===== src/rtl/pipeline_ctl_pkg.sv =====
// ----------------------------------------------------------------------------
// pipeline_ctl_defs
//   Shared definitions for the pipeline control unit: forward-select
//   encodings and the multi-cycle FSM state type.
// ----------------------------------------------------------------------------
package pipeline_ctl_defs;

    // Forward-select encodings driven onto forward_a / forward_b.
    localparam logic [1:0] FWD_NONE = 2'd0;  // register file
    localparam logic [1:0] FWD_S4   = 2'd1;  // MEM-stage result
    localparam logic [1:0] FWD_S5   = 2'd2;  // WB-stage data

    // Multi-cycle EX operation FSM.
    typedef enum logic {
        ST_RUN     = 1'b0,
        ST_MULBUSY = 1'b1
    } state_e;

endpackage


===== src/rtl/pipeline_ctl_fwd_sel.sv =====
// ----------------------------------------------------------------------------
// fwd_sel
//   Forward-select for one ALU operand. The younger producer (MEM) wins over
//   the older one (WB); register 0 is hard-wired and never forwards.
//
// Ports
//   src_i         operand source register of the EX instruction
//   regwrite_s4_i MEM instruction writes a register
//   wrreg_s4_i    MEM destination register
//   regwrite_s5_i WB instruction writes a register
//   wrreg_s5_i    WB destination register
//   sel_o         FWD_NONE / FWD_S4 / FWD_S5
// ----------------------------------------------------------------------------
module fwd_sel
    import pipeline_ctl_defs::*;
#(
    parameter int RW = 5
) (
    input  logic [RW-1:0] src_i,
    input  logic          regwrite_s4_i,
    input  logic [RW-1:0] wrreg_s4_i,
    input  logic          regwrite_s5_i,
    input  logic [RW-1:0] wrreg_s5_i,
    output logic [1:0]    sel_o
);

    logic hit_s4;
    logic hit_s5;

    assign hit_s4 = regwrite_s4_i && (wrreg_s4_i != '0) && (wrreg_s4_i == src_i);
    assign hit_s5 = regwrite_s5_i && (wrreg_s5_i != '0) && (wrreg_s5_i == src_i);

    assign sel_o = hit_s4 ? FWD_S4 :
                   hit_s5 ? FWD_S5 : FWD_NONE;

endmodule


===== src/rtl/pipeline_ctl.sv =====
// ----------------------------------------------------------------------------
// pipeline_ctl
//   Control unit for the in-order MIPS pipeline. Produces per-boundary hold
//   and clear, the PC hold and the ALU forward selects. Resolves taken-branch
//   flushes (highest priority), multi-cycle EX ops via a RUN/MULBUSY FSM, and
//   load-use stalls (lowest priority).
//
// Parameters
//   NSTAGE   pipeline depth; boundary i sits between stage i and i+1
//   BR_STAGE stage producing pcsrc (3..NSTAGE-1)
//   RW       register-address width
//   MUL_LAT  EX occupancy of a multi-cycle op (>=1)
//
// Ports
//   clk, reset                   clock, synchronous active-high reset
//   rs_s2/rt_s2, uses_rs/rt_s2   ID sources and whether they are read
//   rs_s3/rt_s3, memread_s3      EX sources; EX load writes rt_s3
//   regwrite_s4/5, wrreg_s4/5    MEM / WB register writers
//   multi_start_s3               EX holds a multi-cycle op
//   pcsrc                        taken branch resolved in BR_STAGE
//   pc_hold, hold, clear         PC / boundary controls (bit i-1 = boundary i)
//   forward_a, forward_b         ALU operand forward selects
//   busy, mul_done               FSM in MULBUSY / last EX cycle of the op
//
// Optional build macro PIPELINE_CTL_STATS_EN adds saturating 32-bit
// counters stall_cycles (cycles with pc_hold) and flush_count (pcsrc cycles).
// ----------------------------------------------------------------------------
module pipeline_ctl
    import pipeline_ctl_defs::*;
#(
    parameter int NSTAGE   = 5,
    parameter int BR_STAGE = 4,
    parameter int RW       = 5,
    parameter int MUL_LAT  = 4
) (
    input  logic              clk,
    input  logic              reset,
    input  logic [RW-1:0]     rs_s2,
    input  logic [RW-1:0]     rt_s2,
    input  logic              uses_rs_s2,
    input  logic              uses_rt_s2,
    input  logic [RW-1:0]     rs_s3,
    input  logic [RW-1:0]     rt_s3,
    input  logic              memread_s3,
    input  logic              regwrite_s4,
    input  logic              regwrite_s5,
    input  logic [RW-1:0]     wrreg_s4,
    input  logic [RW-1:0]     wrreg_s5,
    input  logic              multi_start_s3,
    input  logic              pcsrc,
    output logic              pc_hold,
    output logic [NSTAGE-2:0] hold,
    output logic [NSTAGE-2:0] clear,
    output logic [1:0]        forward_a,
    output logic [1:0]        forward_b,
    output logic              busy,
    output logic              mul_done
`ifdef PIPELINE_CTL_STATS_EN
    ,
    output logic [31:0]       stall_cycles,
    output logic [31:0]       flush_count
`endif
);

    localparam int       CW          = $clog2(MUL_LAT + 1);
    localparam bit       MULTI_CYCLE = (MUL_LAT > 1);
    // Branch resolved past EX: anything in EX is younger and must be killed.
    localparam bit       BR_LATE     = (BR_STAGE > 3);
    localparam logic [CW-1:0] CNT_LOAD = CW'(MULTI_CYCLE ? MUL_LAT - 2 : 0);

    state_e        state_q, state_d;
    logic [CW-1:0] cnt_q, cnt_d;

    logic mul_entry;
    logic mul_abort;
    logic multi_stall;
    logic lu_stall;
    logic [1:0] fwd_a_raw, fwd_b_raw;

    // ------------------------------------------------------------------
    // Hazard detection
    // ------------------------------------------------------------------
    assign mul_entry   = MULTI_CYCLE && (state_q == ST_RUN) && multi_start_s3 && !pcsrc;
    assign mul_abort   = BR_LATE && (state_q == ST_MULBUSY) && pcsrc;
    assign multi_stall = mul_entry || ((state_q == ST_MULBUSY) && (cnt_q != '0));
    assign lu_stall    = memread_s3 && (rt_s3 != '0) &&
                         ((uses_rs_s2 && (rs_s2 == rt_s3)) ||
                          (uses_rt_s2 && (rt_s2 == rt_s3)));

    // ------------------------------------------------------------------
    // FSM
    // ------------------------------------------------------------------
    // NOTE: every always_comb output gets a default first so no path can
    // leave it unassigned and infer a latch.
    always_comb begin
        state_d = state_q;
        cnt_d   = cnt_q;
        unique case (state_q)
            ST_RUN: begin
                if (mul_entry) begin
                    state_d = ST_MULBUSY;
                    cnt_d   = CNT_LOAD;
                end
            end
            ST_MULBUSY: begin
                if (mul_abort || (cnt_q == '0)) begin
                    state_d = ST_RUN;
                    cnt_d   = '0;
                end else begin
                    cnt_d = cnt_q - CW'(1);
                end
            end
            default: begin
                state_d = ST_RUN;
                cnt_d   = '0;
            end
        endcase
    end

    // NOTE: sequential state uses non-blocking assignments so every flop
    // samples pre-edge values regardless of statement order.
    always_ff @(posedge clk) begin
        if (reset) begin
            state_q <= ST_RUN;
            cnt_q   <= '0;
        end else begin
            state_q <= state_d;
            cnt_q   <= cnt_d;
        end
    end

    // ------------------------------------------------------------------
    // Pipeline controls: reset > flush > multi-cycle stall > load-use
    // ------------------------------------------------------------------
    always_comb begin
        pc_hold = 1'b0;
        hold    = '0;
        clear   = '0;
        if (reset) begin
            clear = '1;
        end else if (pcsrc) begin
            for (int i = 0; i < NSTAGE - 1; i++) begin
                if (i < BR_STAGE - 1) clear[i] = 1'b1;
            end
        end else if (multi_stall) begin
            pc_hold = 1'b1;
            hold[0] = 1'b1;
            hold[1] = 1'b1;
            clear[2] = 1'b1;
        end else if (lu_stall) begin
            pc_hold  = 1'b1;
            hold[0]  = 1'b1;
            clear[1] = 1'b1;
        end
    end

    // With MUL_LAT==1 the op completes in its single EX cycle while in RUN.
    always_comb begin
        mul_done = 1'b0;
        if (!reset) begin
            if (MULTI_CYCLE) mul_done = (state_q == ST_MULBUSY) && (cnt_q == '0) && !mul_abort;
            else             mul_done = (state_q == ST_RUN) && multi_start_s3 && !pcsrc;
        end
    end

    assign busy = (state_q == ST_MULBUSY) && !reset;

    // ------------------------------------------------------------------
    // Forwarding
    // ------------------------------------------------------------------
    fwd_sel #(.RW(RW)) u_fwd_a (
        .src_i         (rs_s3),
        .regwrite_s4_i (regwrite_s4),
        .wrreg_s4_i    (wrreg_s4),
        .regwrite_s5_i (regwrite_s5),
        .wrreg_s5_i    (wrreg_s5),
        .sel_o         (fwd_a_raw)
    );

    fwd_sel #(.RW(RW)) u_fwd_b (
        .src_i         (rt_s3),
        .regwrite_s4_i (regwrite_s4),
        .wrreg_s4_i    (wrreg_s4),
        .regwrite_s5_i (regwrite_s5),
        .wrreg_s5_i    (wrreg_s5),
        .sel_o         (fwd_b_raw)
    );

    assign forward_a = reset ? FWD_NONE : fwd_a_raw;
    assign forward_b = reset ? FWD_NONE : fwd_b_raw;

`ifdef PIPELINE_CTL_STATS_EN
    // ------------------------------------------------------------------
    // Saturating event counters
    // ------------------------------------------------------------------
    logic [31:0] stall_cnt_q;
    logic [31:0] flush_cnt_q;

    always_ff @(posedge clk) begin
        if (reset) begin
            stall_cnt_q <= '0;
            flush_cnt_q <= '0;
        end else begin
            if (pc_hold && (stall_cnt_q != '1)) stall_cnt_q <= stall_cnt_q + 32'd1;
            if (pcsrc   && (flush_cnt_q != '1)) flush_cnt_q <= flush_cnt_q + 32'd1;
        end
    end

    assign stall_cycles = stall_cnt_q;
    assign flush_count  = flush_cnt_q;
`endif

endmodule


===== config.mk =====
export PLATFORM = sky130hd
export DESIGN_NAME = pipeline_ctl
export DESIGN_NICKNAME = d
export VERILOG_FILES = /design/src/rtl/pipeline_ctl_pkg.sv /design/src/rtl/pipeline_ctl_fwd_sel.sv /design/src/rtl/pipeline_ctl.sv
export SDC_FILE = /design/constraint.sdc
export NUM_CORES = 1
export LEC_CHECK = 0
export ABC_AREA = 1
export CAP_MARGIN = 20
export CORE_ASPECT_RATIO = 1.4
export CORE_MARGIN = 5
export CORE_UTILIZATION = 32
export CTS_BUF_LIST = sky130_fd_sc_hd__clkbuf_16
export CTS_CLUSTER_DIAMETER = 100
export DETAILED_ROUTE_END_ITERATION = 10
export PLACE_DENSITY = 0.86
export SLEW_MARGIN = 10
export SYNTH_ARGS = -nofsm -noshare
export SYNTH_HDL_FRONTEND = slang
export SYNTH_SLANG_ARGS = --single-unit

===== constraint.sdc =====
create_clock -name clk -period 1.76 [get_ports clk]
set_input_delay 0.528 -clock clk [delete_from_list [all_inputs] [get_ports clk]]
set_output_delay 0.528 -clock clk [all_outputs]
set_load 0.02 [all_outputs]

# Word-level counts from Yosys, hierarchy flattened
# Cells that the tools add are included.
dict set report word_totals {
  ff_bits 4
  in_bits 39
  out_inout_bits 15
  elab_cells 64
}
dict set report op_classes {
  n_addsub 1
  n_eq_ne 7
  mux 25
  bitwise_logic 1
  n_reduce_logical 28
}
# operator count
set op_table {}
lappend op_table {{5-bit equality test} 6}
lappend op_table {{2-bit two-way mux} 9}
lappend op_table {{1-bit logical AND} 17}
lappend op_table {{5-bit nonzero test} 3}
lappend op_table {{1-bit two-way mux} 11}
lappend op_table {{3-bit two-way mux} 3}
lappend op_table {{3-bit one-hot mux with 2 select lines} 1}
lappend op_table {{1-bit zero test} 3}
lappend op_table {{3-bit zero test} 1}
lappend op_table {{1-bit logical OR} 3}
lappend op_table {{3-bit nonzero test} 1}
lappend op_table {{3-bit by 1-bit subtractor with 3-bit output, second input constant} 1}
lappend op_table {{2-bit != test, second input constant} 1}
lappend op_table {{1-bit one-hot mux with 2 select lines} 1}
lappend op_table {{1-bit inverter} 1}

# Longest topological paths before layout
# Gate-level depths: netlist (run 1).
dict set report depth {
  ltp_word 8
  depth_mapped 11
}

# Modules after synthesis
# From an unflattened synthesis (run 1), not the netlist that was laid out.
dict set report unflattened {
  hier_cells 210
  hier_area_um2 982.2
}
# mod n_inst cells_per_inst area_each_um2
set modules_own_cells {}
lappend modules_own_cells {pipeline_ctl 1 108 539.3}
lappend modules_own_cells {fwd_sel 2 51 221.5}

# Worst setup path after synthesis (run 1)
# OpenSTA, ideal clock, no wires.
dict set report synth_path {
  kind {register -> output}
  start {reg cnt_q[0]}
  end {out hold[0]}
  arrival_ns 1.708
  required_ns 1.232
  path_slack_ns -0.476
  path_stages_with_launch 12
  path_buffers 1
  path_cell_list {dfxtp_1 inv_1 ha_1 ha_1 inv_1 nand2_1 nand2_1 inv_2 nor3_2 inv_1 nand2_1 buf_4}
}
dict set report synth_between {
  elab_chain_cells 6
}
# item line_no
set synth_lines {}
lappend synth_lines {{from (decl)} pipeline_ctl.sv:72} ;# logic [CW-1:0] cnt_q, cnt_d;
lappend synth_lines {{from (signal assigned)} pipeline_ctl.sv:128} ;# cnt_q <= cnt_d;
lappend synth_lines {{3-bit nonzero test} pipeline_ctl.sv:85} ;# assign multi_stall = mul_entry || ((state_q == ST_MULBUSY) && (cnt_q != '0));
lappend synth_lines {{1-bit logical AND} pipeline_ctl.sv:85}
lappend synth_lines {{1-bit logical OR} pipeline_ctl.sv:85}
lappend synth_lines {{1-bit two-way mux} pipeline_ctl.sv:145} ;# end else if (multi_stall) begin
lappend synth_lines {{2-bit two-way mux} pipeline_ctl.sv:141} ;# end else if (pcsrc) begin
lappend synth_lines {{2-bit two-way mux} pipeline_ctl.sv:139} ;# if (reset) begin
lappend synth_lines {{to (decl)} pipeline_ctl.sv:52} ;# output logic [NSTAGE-2:0] hold,
# No other way between the ends.

# Worst setup path after layout (run 1)
dict set report layout_path {
  start {reg cnt_q[1]}
  end {out pc_hold}
}
dict set report layout_between {
  elab_chain_cells 6
}
# item line_no
set layout_lines {}
lappend layout_lines {{3-bit nonzero test} pipeline_ctl.sv:85}
lappend layout_lines {{1-bit logical AND} pipeline_ctl.sv:85}
lappend layout_lines {{1-bit logical OR} pipeline_ctl.sv:85}
lappend layout_lines {{1-bit two-way mux} pipeline_ctl.sv:145}
lappend layout_lines {{1-bit two-way mux} pipeline_ctl.sv:141}
lappend layout_lines {{1-bit two-way mux} pipeline_ctl.sv:139}
lappend layout_lines {{to (decl)} pipeline_ctl.sv:51} ;# output logic pc_hold,
# No other way between the ends.

==> flow_metrics.env, run 1 <==
export IMPL_power_switching_uw=232
export IMPL_tritoncts_num_sinks=4
export IMPL_ctsLongestPathBuffers=2
export IMPL_timing_reg2reg_worst_path_depth=10
export IMPL_path_clk_slew_ns=0.03
export IMPL_finalNetCount=274
export IMPL_route_detailed_drc=0
export IMPL_crit_path_start="cnt_q[1]$_SDFFE_PP0P_"
export IMPL_report_final_hold_viol_count=0
export IMPL_power_frac_comb_pct=43.5
export IMPL_hold_path_startpoint="cnt_q[0]$_SDFFE_PP0P_"
export IMPL_result_of_the_run="finished with violations"
export IMPL_rsz0062_at_grt="yes"
export IMPL_maximum_number_of_pins_on_one_net_before_global_route_repair=7
export IMPL_track_usage_pct=17.4
export IMPL_worst_setup_path_end_kind="output pin"
export IMPL_tritoncts="built"
export IMPL_final_instance_count_excl_fill=265
export IMPL_diodes=0
export IMPL_layout_drive_gt1_share_pct=50.6
export IMPL_clk_insertion_delay_late_ns=0.22
export IMPL_synth_seq_cells=4
export IMPL_maxClockFrequency_ghz=0.487
export IMPL_holdCritPathClass="register to register"
export IMPL_min_delay_path_depth=2
export IMPL_vdd_ir_drop_worst_mv=0.359
export IMPL_final_setup_worst_slack_ns=-0.293
export IMPL_power_density_cell_area_mw_per_mm2=450
export IMPL_timing_setup_critical_path_class="register to output pin"
export IMPL_critical_path_required_ns=1.23
export IMPL_worst_path_max_fanout=3
export IMPL_multi_input_logic_area_sq_um=782
export IMPL_violations="setup timing"
export IMPL_p_leak_uw=0.000927
export IMPL_timing_critical_path_cells="inv_2, ha_4, ha_4, inv_2, nand2_2, nand2_2, inv_2, nor3_4, inv_2, nand2_4, buf_6"
export IMPL_floorplan_die_width_um=52.8
export IMPL_average_size_of_a_mapped_cell_sq_um=5.27
export IMPL_num_io_pins=54
export IMPL_startpoint_type="register"
export IMPL_cts_root_buffer_cell="sky130_fd_sc_hd__clkbuf_16"
export IMPL_drv_cap=0
export IMPL_register_area_sq_um=82.6
export IMPL_ys_warn_count=0
export IMPL_p_sw_share_pct=29.1
export IMPL_fin_total_pwr_uw=799
export IMPL_gp_congestion=0.828
export IMPL_number_of_global_route_vias_before_repair=1279
export IMPL_clock_power_share_pct=44.4
export IMPL_crit_top_cell="sky130_fd_sc_hd__inv_2"
export IMPL_fin_hold_ws_ns=0.524
export IMPL_die_y_um=70.0
export IMPL_start_util_pct=34.0
export IMPL_postRouteWirelength_mm=3.14
export IMPL_maxSlewViolCount=0
export IMPL_critical_path_slowest_cell="sky130_fd_sc_hd__dfxtp_2"
export IMPL_mostFrequentLayoutCells="sky130_fd_sc_hd__nand2_1, sky130_fd_sc_hd__buf_6, sky130_fd_sc_hd__buf_4, sky130_fd_sc_hd__nor2_1, sky130_fd_sc_hd__inv_1"
export IMPL_min_cycle_time_layout_ns=2.05
export IMPL_synthDistinctLibCells=21
export IMPL_min_delay_worst_endpoint="cnt_q[0]$_SDFFE_PP0P_"
export IMPL_vias=1206
export IMPL_antenna_left=0
export IMPL_netlist_instances=156
export IMPL_filler_cell_count=192
export IMPL_dp_final_hpwl_mm=2.39
export IMPL_proportion_of_power_drawn_by_flip_flops_and_latches_pct=12.0
export IMPL_wire_per_inst_um=11.8
export IMPL_timing_final_crit_share_pct=117
export IMPL_timing_rr_end="cnt_q[1]$_SDFFE_PP0P_"
export IMPL_design_core_area_sq_mm=0.00242
export IMPL_fp_dieArea_sq_mm=0.00370
export IMPL_dr_first_iter_drc_count=24
export IMPL_drt_vias_per_instance=4.55
export IMPL_internal_power_uw=567
export IMPL_grt_antenna_before_repair=0
export IMPL_layout_core_utilization_pct=73.5
export IMPL_synth_area_sq_um=822
export IMPL_cts_inserted_buffers=3
export IMPL_place_inst=258
export IMPL_final_common_cell="sky130_fd_sc_hd__nand2_1"
export IMPL_grt_ovfl_total=0
export IMPL_clock_tree_htree_level_count=1
export IMPL_worst_r2r_setup_slack_ns=0.28
export IMPL_drt_pass1_iterations=4
export IMPL_detailedPlace_worstSlack_ns=-1.15
export IMPL_cp_slowest_stage_delay_ns=0.31
export IMPL_worst_r2r_startpoint="cnt_q[1]$_SDFFE_PP0P_"
export IMPL_cp_data_arrival_time_ns=1.52
export IMPL_grt_first_pass_wirelength_mm=5.06
export IMPL_clock_skew_final_ns=0.000904
export IMPL_timing_final_setup_violations=10
export IMPL_syn_to_final_growth_pct=116
export IMPL_ys_seq_area_share_pct=9.74
export IMPL_fp_row_count=21
export IMPL_port_buffers=51
[metrics by stage]
stage          TNS [ns]  cell area (sq um)
6_report          -1.95               1780
5_1_grt           -2.64               1780
4_1_cts           -2.08               1710
3_5_place_dp     -12.33               1560
3_3_place_gp     -12.12               1560
2_1_floorplan    -0.388                883
[worst max-delay path by stage]
| stage | cells after the start | end |
|---|---|---|
| floorplan | 11 | hold[0] |
| global placement | 10 | pc_hold |
| detailed placement | 10 | pc_hold |
| CTS | 11 | pc_hold |
| global route | 11 | hold[0] |
| finish | 11 | pc_hold |
[sequential cells by signal (all words and copies together), names as in the netlist]
name and flops:
cnt_q 3, state_q 1
[power groups by stage]
stage	registers [uW]	clock network [uW]	logic, uW
final	96.1	355	348
after global routing	96.2	362	380
after CTS	95.9	358	329
after detailed placement	96.8	0	312
after global placement	96.6	0	306
after floorplan	96.5	0	137
[worst max-delay path: cells and delay by family (launching register included)]
kind	cells	cell delay [ns]
buffers and inverters	5	0.32
adders and majority gates	2	0.31
DFF	1	0.31
and+or+nand+nor	4	0.35
[area by class of cell]
class,instances,area share [%]
Inverter,30,6.34
Timing Repair Buffer,76,38.4
Clock buffer,3,4.23
Multi-Input combinational cell,118,44.0
Sequential cell,4,4.65
Tap cell,34,2.39
[routing by layer]
layer | wire, um | global-route usage (%) | vias up | part of all wire, %
met4 | 71 | 6.25 | 0 | 2.3
met1 | 1030 | 16.0 | 534 | 33
met2 | 1850 | 35.2 | 49 | 59
met3 | 189 | 2.98 | 8 | 6.0
li1 | - | - | 615 | -
met5 | 0 | 0 | - | 0
[synthesized netlist by cell type]
library cell | number | area (sq um)
sky130_fd_sc_hd__nand3_2 | 2 | 20.0
sky130_fd_sc_hd__nand4_1 | 2 | 12.5
sky130_fd_sc_hd__inv_2 | 5 | 18.8
sky130_fd_sc_hd__ha_1 | 2 | 25.0
sky130_fd_sc_hd__nor3_1 | 4 | 20.0
sky130_fd_sc_hd__nand2_1 | 42 | 158
sky130_fd_sc_hd__buf_4 | 4 | 30.0
sky130_fd_sc_hd__a21oi_1 | 5 | 25.0
sky130_fd_sc_hd__nand3_1 | 7 | 35.0
sky130_fd_sc_hd__conb_1 | 1 | 3.75
sky130_fd_sc_hd__nor2_1 | 27 | 101
sky130_fd_sc_hd__o22ai_1 | 1 | 6.26
sky130_fd_sc_hd__nor3_2 | 1 | 10.0
sky130_fd_sc_hd__o21ai_0 | 5 | 25.0
sky130_fd_sc_hd__clkbuf_1 | 1 | 3.75
sky130_fd_sc_hd__inv_1 | 25 | 93.8
sky130_fd_sc_hd__dfxtp_1 | 4 | 80.1
sky130_fd_sc_hd__xnor2_1 | 8 | 70.1
sky130_fd_sc_hd__nand3b_1 | 1 | 7.51
sky130_fd_sc_hd__xor2_1 | 8 | 70.1
sky130_fd_sc_hd__nor4_1 | 1 | 6.26
[what timing repair did]
item / 4_1_cts / 5_1_grt
gates resized for setup: 233 / 25
hold buffers: 0 / 0
gates cloned: 0 / 0
endpoints found under the setup margin: 13 / 10
pin swaps: 46 / 19
setup buffers: 3 / 2
[kinds of logic (layout without fill, tap and decap cells)]
logic type,count (synthesis),count (layout),synth area share (%)
AOI/OAI and AO/OA,11,11,6.85
xor gates and xnor gates,16,16,17.0
adders and majority gates,2,2,3.04
buffers and inverters,35,109,17.8
DFF,4,4,9.74
other,1,2,0.456
and+or+nand+nor,87,87,45.1
No activity file was read; power rests on OpenSTA's default activity.
==> run 2: changes to the inputs <==
Settings changed: CORE_MARGIN 5 to 1.5.
==> flow_metrics.env, run 2 (synthesized netlist as in run 1, its figures left out) <==
export IMPL_start_util_pct=34.0
export IMPL_cts_inserted_buffers=3
export IMPL_post_cts_hold_buffer_count=0
export IMPL_critical_path_required_ns=1.23
export IMPL_min_delay_path_depth=3
export IMPL_wire_per_inst_um=11.8
export IMPL_drt_vias_per_instance=4.68
export IMPL_timing_final_crit_share_pct=115
export IMPL_timing_reg2reg_worst_path_depth=9
export IMPL_rsz0062_at_grt="yes"
export IMPL_timing_rr_end="cnt_q[0]$_SDFFE_PP0P_"
export IMPL_worst_path_max_fanout=4
export IMPL_min_cycle_time_layout_ns=2.02
export IMPL_timing_final_setup_violations=10
export IMPL_maxSlewViolCount=0
export IMPL_fp_row_count=21
export IMPL_maxClockFrequency_ghz=0.495
export IMPL_worst_setup_path_end_kind="output pin"
export IMPL_die_y_um=63.0
export IMPL_layout_drive_gt1_share_pct=48.5
export IMPL_antenna_left=0
export IMPL_largest_register="cnt_q"
export IMPL_grt_ovfl_total=0
export IMPL_startpoint_type="register"
export IMPL_fp_dieArea_sq_mm=0.00289
export IMPL_worst_r2r_setup_slack_ns=0.45
export IMPL_gp_congestion=0.823
export IMPL_path_clk_slew_ns=0.03
export IMPL_drv_cap=0
export IMPL_port_buffers=51
export IMPL_ctsLongestPathBuffers=2
export IMPL_report_final_hold_viol_count=0
export IMPL_clock_tree_htree_level_count=1
export IMPL_mostFrequentLayoutCells="sky130_fd_sc_hd__nand2_1, sky130_fd_sc_hd__buf_6, sky130_fd_sc_hd__nor2_1, sky130_fd_sc_hd__buf_4, sky130_fd_sc_hd__inv_1"
export IMPL_clk_insertion_delay_late_ns=0.23
export IMPL_cts_root_buffer_cell="sky130_fd_sc_hd__clkbuf_16"
export IMPL_power_switching_uw=243
export IMPL_clock_skew_final_ns=0.00414
export IMPL_floorplan_die_width_um=45.8
export IMPL_tritoncts_num_sinks=4
export IMPL_power_density_cell_area_mw_per_mm2=456
export IMPL_dp_final_hpwl_mm=2.35
export IMPL_track_usage_pct=22.5
export IMPL_layout_top_registers="cnt_q x3, state_q x1"
export IMPL_drt_pass1_iterations=4
export IMPL_postRouteWirelength_mm=3.11
export IMPL_final_common_cell="sky130_fd_sc_hd__nand2_1"
export IMPL_power_frac_comb_pct=43.0
export IMPL_largest_register_ff_count=3
export IMPL_diodes=0
export IMPL_maximum_number_of_pins_on_one_net_before_global_route_repair=8
export IMPL_clock_power_share_pct=45.1
export IMPL_internal_power_uw=564
export IMPL_syn_to_final_growth_pct=115
export IMPL_cp_data_arrival_time_ns=1.49
export IMPL_result_of_the_run="finished with violations"
export IMPL_design_core_area_sq_mm=0.00242
export IMPL_fin_hold_ws_ns=0.603
export IMPL_p_sw_share_pct=30.1
export IMPL_violations="setup timing"
export IMPL_timing_setup_critical_path_class="register to output pin"
export IMPL_p_leak_uw=0.000922
export IMPL_number_of_global_route_vias_before_repair=1252
export IMPL_finalNetCount=272
export IMPL_grt_antenna_before_repair=0
export IMPL_fin_total_pwr_uw=807
export IMPL_crit_path_start="cnt_q[0]$_SDFFE_PP0P_"
export IMPL_tritoncts="built"
export IMPL_num_io_pins=54
export IMPL_dr_first_iter_drc_count=22
export IMPL_crit_end="hold[0]"
export IMPL_vias=1232
export IMPL_worst_r2r_startpoint="cnt_q[0]$_SDFFE_PP0P_"
export IMPL_layout_core_utilization_pct=73.2
export IMPL_holdCritPathClass="register to register"
export IMPL_route_detailed_drc=0
export IMPL_grt_first_pass_wirelength_mm=4.89
export IMPL_vdd_ir_drop_worst_mv=0.351
export IMPL_detailedPlace_worstSlack_ns=-1.15
export IMPL_proportion_of_power_drawn_by_flip_flops_and_latches_pct=11.9
export IMPL_final_setup_worst_slack_ns=-0.261
## run 2: changes by cell type in the layout (fill, tap and decap cells not counted), sizes merged
cell,change
clkdlybuf4s15,+4
clkbuf,+1
buf,-7
## run 2: how the worst min path moves through the flow
| stage | start | endpoint | slack, ns |
|---|---|---|---|
| finish | cnt_q[0]$_SDFFE_PP0P_ | cnt_q[0]$_SDFFE_PP0P_ | 0.60 |
| global placement | cnt_q[0]$_SDFFE_PP0P_ | cnt_q[0]$_SDFFE_PP0P_ | 0.51 |
| global route | cnt_q[0]$_SDFFE_PP0P_ | cnt_q[0]$_SDFFE_PP0P_ | 0.63 |
| detailed placement | cnt_q[0]$_SDFFE_PP0P_ | cnt_q[0]$_SDFFE_PP0P_ | 0.52 |
| floorplan | cnt_q[0]$_SDFFE_PP0P_ | cnt_q[0]$_SDFFE_PP0P_ | 0.41 |
| CTS | cnt_q[0]$_SDFFE_PP0P_ | cnt_q[0]$_SDFFE_PP0P_ | 0.61 |
## run 2: critical path: stages, from the launching register on
cell,delay (ns)
sky130_fd_sc_hd__dfxtp_2,0.32
sky130_fd_sc_hd__inv_2,0.04
sky130_fd_sc_hd__ha_4,0.15
sky130_fd_sc_hd__ha_4,0.15
sky130_fd_sc_hd__inv_2,0.05
sky130_fd_sc_hd__nand2_2,0.06
sky130_fd_sc_hd__nand2_2,0.07
sky130_fd_sc_hd__inv_2,0.05
sky130_fd_sc_hd__nor3_4,0.13
sky130_fd_sc_hd__inv_2,0.06
sky130_fd_sc_hd__nand2_4,0.06
sky130_fd_sc_hd__buf_6,0.11
## run 2: timing repair
item | 4_1_cts | 5_1_grt
pin swaps | 44 | 16
setup endpoints to repair | 13 | 12
cloned | 0 | 0
setup buffers | 3 | 0
gates resized for setup | 219 | 26
## run 2: per-layer routing
layer / global-route usage [%] / vias up / part of all wire, %
met5: 0 / - / 0
met4: 12.9 / 0 / 3.1
met3: 2.31 / 10 / 4.0
met2: 43.7 / 46 / 59
met1: 20.1 / 563 / 33
li1: - / 613 / -
## run 2: power by group through the flow
stage	Combinational, uW	Clock [uW]	Sequential [uW]
finish	347	364	96.0
global route	376	370	96.1
CTS	325	366	96.0
detailed placement	311	0	96.8
global placement	303	0	96.6
floorplan	137	0	96.5
## run 2: metrics by stage
| stage | instance area, sq um | instances | TNS (ns) |
|---|---|---|---|
| after global placement | 1560 | 258 | -11.96 |
| after floorplan | 883 | 157 | -0.388 |
| after global routing | 1770 | 263 | -2.62 |
| after detailed placement | 1560 | 258 | -12.24 |
| after CTS | 1710 | 263 | -1.92 |
| final | 1770 | 263 | -1.88 |
## run 2: layout make-up
cell class,instances,area [sq um]
fillers,192,647
repair buffers,74,672
multi-input cells,118,783
flip-flops and latches,4,82.6
clock buffers,3,75.1
well taps,34,42.5
inverters,30,115
==> run 3: changes to the inputs <==
Settings changed: CORE_ASPECT_RATIO 1.4 to 1.25, CTS_CLUSTER_SIZE set to 40, GPL_TIMING_DRIVEN set to 0.
==> flow_metrics.env, run 3 (synthesized netlist as in run 1, its figures left out) <==
export IMPL_vdd_ir_drop_worst_mv=0.352
export IMPL_min_delay_path_depth=2
export IMPL_worst_path_max_fanout=3
export IMPL_number_of_global_route_vias_before_repair=1136
export IMPL_worst_setup_path_end_kind="output pin"
export IMPL_tritoncts_num_sinks=4
export IMPL_rsz0062_at_grt="yes"
export IMPL_timing_final_crit_share_pct=120
export IMPL_grt_first_pass_wirelength_mm=4.55
export IMPL_drt_pass1_iterations=4
export IMPL_holdCritPathClass="register to register"
export IMPL_cts_root_buffer_cell="sky130_fd_sc_hd__clkbuf_16"
export IMPL_maximum_number_of_pins_on_one_net_before_global_route_repair=8
export IMPL_die_y_um=59.7
export IMPL_grt_antenna_before_repair=0
export IMPL_min_delay_worst_endpoint="cnt_q[0]$_SDFFE_PP0P_"
export IMPL_mostFrequentLayoutCells="sky130_fd_sc_hd__nand2_1, sky130_fd_sc_hd__nor2_1, sky130_fd_sc_hd__inv_1, sky130_fd_sc_hd__buf_6, sky130_fd_sc_hd__buf_4"
export IMPL_largest_register_ff_count=3
export IMPL_tritoncts="built"
export IMPL_report_final_hold_viol_count=0
export IMPL_dr_first_iter_drc_count=15
export IMPL_hold_path_startpoint="cnt_q[0]$_SDFFE_PP0P_"
export IMPL_dp_final_hpwl_mm=1.99
export IMPL_syn_to_final_growth_pct=116
export IMPL_cts_inserted_buffers=3
export IMPL_violations="setup timing"
export IMPL_worst_r2r_startpoint="cnt_q[0]$_SDFFE_PP0P_"
export IMPL_clock_skew_final_ns=0.00142
export IMPL_largest_register="cnt_q"
export IMPL_antenna_left=0
export IMPL_final_instance_count_excl_fill=256
export IMPL_timing_reg2reg_worst_path_depth=10
export IMPL_port_buffers=51
export IMPL_place_inst=241
export IMPL_timing_final_setup_violations=10
export IMPL_startpoint_type="register"
export IMPL_worst_r2r_setup_slack_ns=0.35
export IMPL_post_cts_hold_buffer_count=0
export IMPL_tns_ns=-2.20
export IMPL_fp_dieArea_sq_mm=0.00288
export IMPL_filler_cell_count=212
export IMPL_cp_data_arrival_time_ns=1.59
export IMPL_floorplan_die_width_um=48.3
export IMPL_gp_congestion=0.801
export IMPL_start_util_pct=33.9
export IMPL_grt_ovfl_total=0
export IMPL_final_common_cell="sky130_fd_sc_hd__nand2_1"
export IMPL_min_cycle_time_layout_ns=2.12
export IMPL_timing_rr_end="cnt_q[0]$_SDFFE_PP0P_"
export IMPL_maxClockFrequency_ghz=0.472
export IMPL_design_core_area_sq_mm=0.00243
export IMPL_diodes=0
export IMPL_clk_insertion_delay_late_ns=0.23
export IMPL_final_setup_worst_slack_ns=-0.358
export IMPL_layout_drive_gt1_share_pct=44.4
export IMPL_drt_vias_per_instance=4.69
export IMPL_fin_total_pwr_uw=824
export IMPL_postRouteWirelength_mm=3.11
export IMPL_timing_setup_critical_path_class="register to output pin"
export IMPL_power_density_cell_area_mw_per_mm2=465
export IMPL_drv_cap=0
export IMPL_result_of_the_run="finished with violations"
export IMPL_detailedPlace_worstSlack_ns=-1.24
export IMPL_p_leak_uw=0.000929
export IMPL_clock_tree_htree_level_count=1
export IMPL_route_detailed_drc=0
export IMPL_ctsLongestPathBuffers=2
export IMPL_wire_per_inst_um=12.1
export IMPL_maxSlewViolCount=0
export IMPL_finalNetCount=266
export IMPL_vias=1200
export IMPL_path_clk_slew_ns=0.03
export IMPL_num_io_pins=54
export IMPL_fp_row_count=20
export IMPL_track_usage_pct=20.4
export IMPL_layout_top_registers="cnt_q x3, state_q x1"
export IMPL_critical_path_required_ns=1.23
## run 3: cell count changes in the layout (fill, tap and decap cells not counted), moves of 2 or more
cell,delta
sky130_fd_sc_hd__inv_2,-4
sky130_fd_sc_hd__xnor2_4,+3
sky130_fd_sc_hd__inv_1,+3
sky130_fd_sc_hd__buf_12,+2
sky130_fd_sc_hd__xor2_1,+3
sky130_fd_sc_hd__nand2_2,-2
sky130_fd_sc_hd__buf_8,+3
sky130_fd_sc_hd__buf_6,-7
sky130_fd_sc_hd__xnor2_2,-2
sky130_fd_sc_hd__nand2_4,+2
sky130_fd_sc_hd__xor2_2,-3
sky130_fd_sc_hd__clkdlybuf4s15_1,-2
## run 3: worst max-delay path, cell delays in order (launching register included)
cell and delay [ns]:
sky130_fd_sc_hd__dfxtp_2 0.32, sky130_fd_sc_hd__inv_2 0.04, sky130_fd_sc_hd__ha_4 0.15, sky130_fd_sc_hd__ha_4 0.15
sky130_fd_sc_hd__inv_4 0.05, sky130_fd_sc_hd__nand2_4 0.05, sky130_fd_sc_hd__nand2_4 0.06, sky130_fd_sc_hd__inv_4 0.04
sky130_fd_sc_hd__nor3_4 0.18, sky130_fd_sc_hd__inv_2 0.06, sky130_fd_sc_hd__nand2_4 0.06, sky130_fd_sc_hd__buf_6 0.09
sky130_fd_sc_hd__buf_6 0.10
## run 3: stage by stage
step,utilization [%],cell area [sq um],hold slack [ns]
2_1_floorplan,-,883,0.412
3_3_place_gp,59.1,1440,0.421
3_5_place_dp,59.1,1440,0.427
4_1_cts,67.9,1650,0.514
5_1_grt,73.0,1770,0.531
6_report,73.0,1770,0.513
## run 3: cell type report
class                      count  area, sq um  share of cell area, %
sequential                     4         82.6                   4.66
buffer                         5         47.5                   2.68
clock buffer                   3         75.1                   4.23
multi-input combinational    118          801                   45.2
inverter                      30          118                   6.63
tap                           33         41.3                   2.33
timing repair buffer          63          608                   34.3
## run 3: timing repair
action | 4_1_cts | 5_1_grt
resized for setup | 240 | 19
endpoints found under the setup margin | 13 | 12
gates cloned | 0 | 0
setup buffers | 7 | 5
pin swaps | 57 | 25
## run 3: worst max path at each step
stage	depth (start not counted)	start	endpoint
final	12	cnt_q[0]$_SDFFE_PP0P_	hold[0]
after CTS	12	cnt_q[0]$_SDFFE_PP0P_	hold[0]
after detailed placement	7	reset	hold[0]
after global placement	10	pcsrc	hold[0]
after floorplan	11	cnt_q[0]$_SDFFE_PP0P_	hold[0]
after global routing	12	cnt_q[0]$_SDFFE_PP0P_	hold[0]
## run 3: routing by layer
layer | track usage, % | vias up | share of wire [%]
met1 | 18.9 | 525 | 34
met5 | 0 | - | 0
met4 | 11.0 | 0 | 5.0
li1 | - | 604 | -
met2 | 43.1 | 58 | 56
met3 | 3.00 | 13 | 4.9
## run 3: report_power, final
part / switching, uW / internal (uW)
Clock: 75.6 / 291
Sequential: 1.59 / 94.4
Combinational: 170 / 191
Total: 247 / 577
